$ cat src/rtl/tms34020_pkg.sv
// rtl/tms34020_pkg.sv - shared types and constants for the TMS34020 cache fill controller
package tms34020_pkg;

  typedef enum logic [1:0] {
    IDLE,
    DACC,
    FILL_REQ,
    FILL_WR
  } fill_state_t;

  localparam int FILL_BEATS = 4;
  localparam int LWORD_LSB  = 5;
  localparam int SUBSEG_LSB = 7;

endpackage

$ cat src/rtl/tms34020_mem_arb.sv
// rtl/tms34020_mem_arb.sv - two-way priority between CPU data access and cache fill
module tms34020_mem_arb #(
  parameter bit DATA_FIRST = 1'b1
) (
  input  logic dreq,
  input  logic fill_want,
  output logic grant_data,
  output logic grant_fill
);

  always_comb begin
    grant_data = dreq && (DATA_FIRST || !fill_want);
    grant_fill = fill_want && (!DATA_FIRST || !dreq);
  end

endmodule

$ cat src/rtl/tms34020_cache_fill_ctrl.sv
// rtl/tms34020_cache_fill_ctrl.sv - cache subsegment fill sequencer and memory port arbiter
module tms34020_cache_fill_ctrl
  import tms34020_pkg::*;
#(
  parameter int AW         = 32,
  parameter int DW         = 32,
  parameter bit DATA_FIRST = 1'b1
) (
  input  logic          CLK,
  input  logic          RST_N,
  input  logic          EN,
  input  logic          CE_F,
  input  logic          CE_R,
  input  logic          RES_N,
  input  logic          CACHE_DIS,
  input  logic          CACHE_MISS,
  input  logic [AW-1:0] PC,
  output logic [DW-1:0] CACHE_DATA,
  output logic          CACHE_WR,
  output logic          FILL_BUSY,
  input  logic          DREQ,
  input  logic          DWE,
  input  logic [AW-1:0] DADDR,
  input  logic [DW-1:0] DWDATA,
  output logic          DACK,
  output logic [DW-1:0] DRDATA,
  output logic          MEM_REQ,
  output logic          MEM_WE,
  output logic [AW-1:0] MEM_ADDR,
  output logic [DW-1:0] MEM_WDATA,
  input  logic          MEM_ACK,
  input  logic [DW-1:0] MEM_RDATA
);

  localparam logic [LWORD_LSB-1:0] LW_ZERO = '0;

  fill_state_t              state_q, state_d;
  logic [1:0]               beat_q, beat_d;
  logic [1:0]               sidx_q, sidx_d;
  logic [AW-1:SUBSEG_LSB]   base_q, base_d;
  logic [1:0]               next_idx;
  logic                     last_beat;
  logic                     fill_want, grant_data, grant_fill, tick;

  logic                     mem_req_d, mem_we_d, cache_wr_d, fill_busy_d, dack_d;
  logic [AW-1:0]            mem_addr_d;
  logic [DW-1:0]            mem_wdata_d, cache_data_d, drdata_d;

  // CE_F only clocks the cache RAM; sub-longword address bits never reach the bus.
  logic unused_inputs;
  assign unused_inputs = ^{CE_F, PC[LWORD_LSB-1:0], DADDR[LWORD_LSB-1:0]};

  assign tick      = EN && CE_R;
  assign fill_want = CACHE_MISS && !CACHE_DIS;
  assign last_beat = (beat_q == 2'(FILL_BEATS - 1));
  assign next_idx  = sidx_q + beat_q + 2'd1;

  tms34020_mem_arb #(.DATA_FIRST(DATA_FIRST)) u_arb (
    .dreq      (DREQ),
    .fill_want (fill_want),
    .grant_data(grant_data),
    .grant_fill(grant_fill)
  );

  always_ff @(posedge CLK or negedge RST_N) begin
    if (!RST_N)    state_q <= IDLE;
    else if (tick) state_q <= state_d;
  end

  always_comb begin
    state_d = state_q;
    if (!RES_N) begin
      state_d = IDLE;
    end else begin
      case (state_q)
        IDLE:     if (grant_data) state_d = DACC;
                  else if (grant_fill) state_d = FILL_REQ;
        DACC:     if (MEM_ACK) state_d = IDLE;
        FILL_REQ: if (MEM_ACK) state_d = FILL_WR;
        FILL_WR:  state_d = last_beat ? IDLE : FILL_REQ;
        default:  state_d = IDLE;
      endcase
    end
  end

  always_comb begin
    beat_d       = beat_q;
    sidx_d       = sidx_q;
    base_d       = base_q;
    mem_req_d    = MEM_REQ;
    mem_we_d     = MEM_WE;
    mem_addr_d   = MEM_ADDR;
    mem_wdata_d  = MEM_WDATA;
    cache_data_d = CACHE_DATA;
    cache_wr_d   = 1'b0;
    fill_busy_d  = FILL_BUSY;
    dack_d       = 1'b0;
    drdata_d     = DRDATA;
    // Soft abort drops strobes and any acknowledge in flight; bus values are kept.
    if (!RES_N) begin
      mem_req_d   = 1'b0;
      fill_busy_d = 1'b0;
      beat_d      = '0;
    end else begin
      case (state_q)
        IDLE: begin
          if (grant_data) begin
            mem_req_d   = 1'b1;
            mem_we_d    = DWE;
            mem_addr_d  = {DADDR[AW-1:LWORD_LSB], LW_ZERO};
            mem_wdata_d = DWDATA;
          end else if (grant_fill) begin
            base_d      = PC[AW-1:SUBSEG_LSB];
            sidx_d      = PC[SUBSEG_LSB-1:LWORD_LSB];
            beat_d      = '0;
            mem_req_d   = 1'b1;
            mem_we_d    = 1'b0;
            mem_addr_d  = {PC[AW-1:LWORD_LSB], LW_ZERO};
            fill_busy_d = 1'b1;
          end
        end
        DACC: begin
          if (MEM_ACK) begin
            mem_req_d = 1'b0;
            dack_d    = 1'b1;
            if (!MEM_WE) drdata_d = MEM_RDATA;
          end
        end
        FILL_REQ: begin
          if (MEM_ACK) begin
            cache_data_d = MEM_RDATA;
            cache_wr_d   = 1'b1;
            mem_req_d    = 1'b0;
          end
        end
        FILL_WR: begin
          beat_d = beat_q + 2'd1;
          if (last_beat) begin
            fill_busy_d = 1'b0;
          end else begin
            // Beats wrap inside the subsegment; the base never advances.
            mem_req_d  = 1'b1;
            mem_addr_d = {base_q, next_idx, LW_ZERO};
          end
        end
        default: ;
      endcase
    end
  end

  always_ff @(posedge CLK or negedge RST_N) begin
    if (!RST_N) begin
      beat_q     <= '0;
      sidx_q     <= '0;
      base_q     <= '0;
      MEM_REQ    <= 1'b0;
      MEM_WE     <= 1'b0;
      MEM_ADDR   <= '0;
      MEM_WDATA  <= '0;
      CACHE_DATA <= '0;
      CACHE_WR   <= 1'b0;
      FILL_BUSY  <= 1'b0;
      DACK       <= 1'b0;
      DRDATA     <= '0;
    end else if (tick) begin
      beat_q     <= beat_d;
      sidx_q     <= sidx_d;
      base_q     <= base_d;
      MEM_REQ    <= mem_req_d;
      MEM_WE     <= mem_we_d;
      MEM_ADDR   <= mem_addr_d;
      MEM_WDATA  <= mem_wdata_d;
      CACHE_DATA <= cache_data_d;
      CACHE_WR   <= cache_wr_d;
      FILL_BUSY  <= fill_busy_d;
      DACK       <= dack_d;
      DRDATA     <= drdata_d;
    end
  end

endmodule
$ cat config.mk
export PLATFORM = sky130hd
export DESIGN_NAME = tms34020_cache_fill_ctrl
export DESIGN_NICKNAME = d
export VERILOG_FILES = /design/src/rtl/tms34020_pkg.sv /design/src/rtl/tms34020_mem_arb.sv /design/src/rtl/tms34020_cache_fill_ctrl.sv
export SDC_FILE = /design/constraint.sdc
export NUM_CORES = 1
export LEC_CHECK = 0
export BUFFER_PORTS_ARGS = -buffer_cell sky130_fd_sc_hd__buf_2
export CAP_MARGIN = 20
export CORE_MARGIN = 2
export CORE_UTILIZATION = 44
export CTS_CLUSTER_SIZE = 20
export DETAILED_ROUTE_END_ITERATION = 10
export PLACE_DENSITY = 0.76
export RECOVER_POWER = 25
export SLEW_MARGIN = 30
export SYNTH_ARGS = -nofsm -noshare
export SYNTH_HDL_FRONTEND = slang
export SYNTH_SLANG_ARGS = --single-unit
$ cat constraint.sdc
create_clock -name CLK -period 1.6 [get_ports CLK]
set_input_delay 0.24 -clock CLK [delete_from_list [all_inputs] [get_ports CLK]]
set_output_delay 0.24 -clock CLK [all_outputs]
set_load 0.05 [all_outputs]
-- After elaboration in Yosys (flattened, before gate mapping)
Index checks and enable logic that the tools add are counted.
- $add $sub $neg: 3
- multiply operators: 0
- div/mod/pow operators: 0
- magnitude comparators: 0
- eq/ne operators: 15
- shift-type cells: 0
- mux-type cells: 32
- bitwise logic cells: 2
- reduce and logical (&&, ||, !) cells: 19
- operators with widths (kind ; number):
    32-bit two-way mux ; 3
    32-bit case mux with 2 select lines ; 1
    4-bit AND reduction ; 6
    3-bit != test, second input constant ; 7
    5-bit AND reduction ; 4
    2-bit two-way mux ; 9
    1-bit two-way mux ; 15
    2-bit case mux with 4 select lines ; 1
    2-bit equality test, second input constant ; 3
    2-bit by 1-bit adder with 2-bit output, second input constant ; 2
    4-bit != test, second input constant ; 1
    2-bit case mux with 2 select lines ; 1
    2-bit nonzero test ; 2
    1-bit logical AND ; 3
    3-bit by 1-bit != test with 1-bit output, second input constant ; 1
    3-bit by 2-bit != test with 1-bit output, second input constant ; 1
    1-bit case mux with 3 select lines ; 1
    2-bit adder ; 1
    2-bit by 1-bit equality test with 1-bit output, second input constant ; 1
    1-bit zero test ; 2
    2-bit zero test ; 1
    2-bit != test, second input constant ; 1
    1-bit inverter ; 2
    1-bit case mux with 2 select lines ; 1
    2-bit OR reduction ; 1
- bits in registers: 164
- bits in latches: 0
- bits in writable memories: 0
- ROM bits: 0
- output and inout port bits: 133
- memories: 0

-- Logic depth before layout (Yosys ltp)
- depth after elaboration: 7
- mapped depth: 8
- mapped depth without buffers: 6

-- Cells and area by module
From an unflattened synthesis, not the netlist that was laid out.
- cells, all modules: 527
- area, all modules: 6945.4 sq um
- modules (own cells, without submodules) (module ; instances ; cells an instance ; area each (sq um)):
    tms34020_cache_fill_ctrl ; 1 ; 525 ; 6924.1
    tms34020_mem_arb ; 1 ; 2 ; 21.3

-- Least setup slack after synthesis
OpenSTA, ideal clock, no wires.
- kind: register to register
- from: reg state_q[0]
- to: reg MEM_ADDR[11]
- setup time: 0.125 ns
- arrival time: 1.644 ns
- required time: 1.475 ns
- setup slack: -0.169 ns
- cell stages (with the launch flop): 9
- buffers on the path: 3
- path through: dfrtp_1 -> ha_1 -> buf_6 -> nand2_4 -> o21ai_1 -> a211o_1 -> buf_6 -> buf_12 -> mux2_4
- longest elaborated chain between the ends: 3
- ends and longest elaborated chain (element ; line ; source):
    start: declaration ; tms34020_cache_fill_ctrl.sv:37 ; fill_state_t state_q, state_d;
    start signal: assignment ; tms34020_cache_fill_ctrl.sv:67 ; else if (tick) state_q <= state_d;
    2-bit equality test / 2-bit zero test (equally long branches) ; tms34020_cache_fill_ctrl.sv:105 ; case (state_q)
    2-bit != test (no line), or another cell as far along ; - ;
    5-bit AND reduction (no line) ; - ;
    end signal: assignment ; tms34020_cache_fill_ctrl.sv:171 ; MEM_ADDR <= mem_addr_d;
    end: declaration ; tms34020_cache_fill_ctrl.sv:29 ; output logic [AW-1:0] MEM_ADDR,
Parallel ways exist; a longest one is shown, timed or not.
A chain may end at the register's enable or synchronous reset.

-- Final worst setup path
- from: reg state_q[0]
- to: reg sidx_q[0]
- longest elaborated chain between the ends: 2
- ends and longest elaborated chain (element ; line ; source):
    2-bit zero test ; tms34020_cache_fill_ctrl.sv:105 ;
    5-bit AND reduction (no line) ; - ;
    end signal: assignment ; tms34020_cache_fill_ctrl.sv:167 ; sidx_q <= sidx_d;
    end: declaration ; tms34020_cache_fill_ctrl.sv:39 ; logic [1:0] sidx_q, sidx_d;
Every way passes these cells.

==> impl_metrics.env <==
export IMPL_synth_cell_types=40
export IMPL_setup_viol=146
export IMPL_io_buffer_count=255
export IMPL_finalCriticalPeriod_ns=1.76
export IMPL_initial_utilization_pct=45.3
export IMPL_yosysTopAreaCell="dfrtp_1"
export IMPL_design_area_um2=9800
export IMPL_worstPathRequired_ns=1.90
export IMPL_min_path_type="in -> reg"
export IMPL_power_density_nw_per_um2=2100
export IMPL_antenna_found_initial=2
export IMPL_ant_nets=0
export IMPL_gp_congestion=0.791
export IMPL_synthesis_area_um2=6940
export IMPL_die_x_um=130
export IMPL_setup_slack_ns=-0.156
export IMPL_first_global_vias=5169
export IMPL_totalWireLength_um=17800
export IMPL_synth_warnings=0
export IMPL_nFillCells=1185
export IMPL_clkTransAtPathRegs_ns=0.06
export IMPL_fmax_ghz=0.569
export IMPL_finClkSkew_ns=0.00967
export IMPL_seq_area_frac_synth_pct=57.3
export IMPL_outcome="finished, violations left"
export IMPL_cp_arrival_ns=2.06
export IMPL_violations="setup timing"
export IMPL_htree_num_levels=4
export IMPL_root_buffer="clkbuf_16"
export IMPL_synthToLayoutAreaGrowth_pct=41.2
export IMPL_grt_ovfl_total=0
export IMPL_synthCells=486
export IMPL_io_pins=272
export IMPL_power_mw=20.6
export IMPL_die_area_um2=16800
export IMPL_cts_tree="yes"
export IMPL_slew_headroom_pct=41.1
export IMPL_synth_ff_type="dfrtp_1"
export IMPL_hpwl_um=12000
export IMPL_core_um2=15300
export IMPL_min_period_over_period_pct=110
export IMPL_worst_setup_path_end_kind="register"
export IMPL_reg2reg_slack_ns=-0.16
export IMPL_r2r_start="state_q[0]$_DFFE_PN0P_"
export IMPL_rsz0062_at_grt="true"
export IMPL_worstSetupStartpointType="register"
export IMPL_crit_start="state_q[0]$_DFFE_PN0P_"
export IMPL_finalHoldViolCount=0
export IMPL_drv_slew=0
export IMPL_clock_path_buffers=2
export IMPL_async_flop_share_pct=100
export IMPL_grt_max_degree=48
export IMPL_path_max_fanout=8
export IMPL_drive_above_1_share_pct=64.1
export IMPL_layout_nets=935
export IMPL_grt_use_total_pct=19.6
export IMPL_num_rows=45
export IMPL_yosysMostFrequentCell="dfrtp_1"
export IMPL_rr_worst_depth=8
export IMPL_maxCapViolCount=0
export IMPL_first_pass_iters=4
export IMPL_yosysTopAreaCellShare_pct=57.3
export IMPL_leakagePower_nw=5.16
export IMPL_vias=5029
export IMPL_vias_per_cell=4.95
export IMPL_insertion_delay_ns=0.42
export IMPL_cts_sinks=159
export IMPL_vdd_drop_max_mv=1.12
export IMPL_wl_per_cell_um=17.6
export IMPL_synth_top_cells_by_count="dfrtp_1 (159), mux2_2 (130), nand2_1 (34)"
export IMPL_synth_seq_cells=159
export IMPL_initialDrtViolationCount=131
export IMPL_r2r_end="sidx_q[0]$_DFFE_PN0P_"
export IMPL_worst_pin_slew_ns=0.883
export IMPL_fp_dieH_um=130
export IMPL_ys_top_cells_by_area="dfrtp_1 (57%), mux2_2 (21%), mux2_4 (4.3%)"
export IMPL_synth_edf_count=0
export IMPL_critPathCapture="sidx_q[0]$_DFFE_PN0P_"
export IMPL_whs_path_depth=2
export IMPL_critPathKind="reg -> reg"
export IMPL_placed_cell_area_um2=8680
export IMPL_grt_pass1_wl_um=25500
export IMPL_numCtsBuffers=17
export IMPL_syn_avg_cell_area_um2=14.3
export IMPL_route_detailed_drc=0
==> worst max-delay path: stages (launching register included) <==
cell and delay (ns):
dfrtp_1 0.41, inv_2 0.09, buf_6 0.11, ha_4 0.15, and3_4 0.23, buf_6 0.13, nand2_8 0.08, buf_12 0.15
mux2_4 0.30
==> worst min path at each step <==
| stage | from | endpoint |
|---|---|---|
| 3_3_place_gp | RST_N | CACHE_DATA[22]$_DFFE_PN0P_ |
| 6_report | DWDATA[16] | MEM_WDATA[16]$_DFFE_PN0P_ |
| 4_1_cts | DWDATA[16] | MEM_WDATA[16]$_DFFE_PN0P_ |
| 2_1_floorplan | RST_N | CACHE_DATA[0]$_DFFE_PN0P_ |
| 3_5_place_dp | RST_N | DRDATA[22]$_DFFE_PN0P_ |
| 5_1_grt | DWDATA[16] | MEM_WDATA[16]$_DFFE_PN0P_ |
==> per-layer routing <==
layer / up-vias / track usage, % / part of all wire, %
li1: 2314 / - / -
met2: 203 / 33.8 / 50
met4: 0 / 6.26 / 1.7
met5: - / 0 / 0
met1: 2484 / 23.0 / 40
met3: 28 / 7.02 / 7.7
==> flip-flops by register name, summed over array words and instances, names as in the netlist <==
signal      count
CACHE_WR        1
MEM_ADDR       27
CACHE_DATA     32
beat_q          2
FILL_BUSY       1
sidx_q          2
DRDATA         32
DACK            1
MEM_REQ         1
MEM_WE          1
state_q         2
base_q         25
MEM_WDATA      32
==> report_power, final <==
part           internal, mW  switching [mW]  total [mW]
Combinational          3.23            6.98        10.2
Clock                  2.15            1.62        3.76
Sequential             5.68           0.917        6.60
Total                  11.1            9.51        20.6
==> stage by stage <==
stage	cells	setup TNS [ns]	hold slack (ns)	worst slack, ns	utilization [%]
4_1_cts	1001	-10.15	0.0356	-0.114	61.6
3_5_place_dp	963	-18.61	0.153	-0.175	56.7
5_1_grt	1014	-25.15	0.0311	-0.222	64.0
6_report	1015	-15.07	0.0531	-0.156	64.0
2_1_floorplan	490	-4.14	-0.0556	-0.106	-
3_3_place_gp	963	-11.31	0.149	-0.114	56.7
==> cell type report <==
type,instances,area (um^2),share of cell area (%)
timing repair buffer,311,2040,20.8
multi-input combinational,292,2940,30.0
inverter,8,30.0,0.306
clock buffer,20,437,4.46
antenna,2,5.00,0.0511
clock inverter,12,109,1.11
tap,211,264,2.69
sequential,159,3980,40.6
==> placed cells by master, fill, tap and decap left out, types with 3 or more instances in the layout <==
cell type	synthesis	final
a211oi_1	3	3
a21oi_1	4	4
buf_12	2	10
buf_2	4	254
buf_4	15	24
buf_6	4	8
clkbuf_1	5	3
clkbuf_16	0	25
clkbuf_2	0	3
clkinv_2	0	4
conb_1	1	5
dfrtp_1	159	159
ha_2	0	3
inv_1	8	5
inv_2	0	3
inv_6	0	3
mux2_2	130	98
mux2_4	20	53
mux2i_1	27	27
nand2_1	34	31
nand2_2	2	3
nor2_1	3	3
nor2b_1	3	3
o21ai_0	30	28
==> logic make-up after synthesis <==
kind of cell / Yosys count / share of synthesized area [%]
AO/OA/AOI/OAI: 47 / 3.91
XOR/XNOR: 2 / 0.252
adder cells (fa/ha/maj): 7 / 1.26
buffers and inverters: 39 / 3.89
flip-flops: 159 / 57.3
multiplexers: 178 / 29.5
other: 1 / 0.0540
AND/OR/NAND/NOR: 53 / 3.80
==> what timing repair did <==
item                                    4_1_cts  5_1_grt
resized for setup                            31       38
hold buffers                                  1        0
hold endpoints to repair                     28        0
gates cloned                                  2        9
endpoints found under the setup margin      155      157
pin swaps                                     1        3
setup buffers                                 3        3
Note: power is estimated with default switching activity, not from simulation.
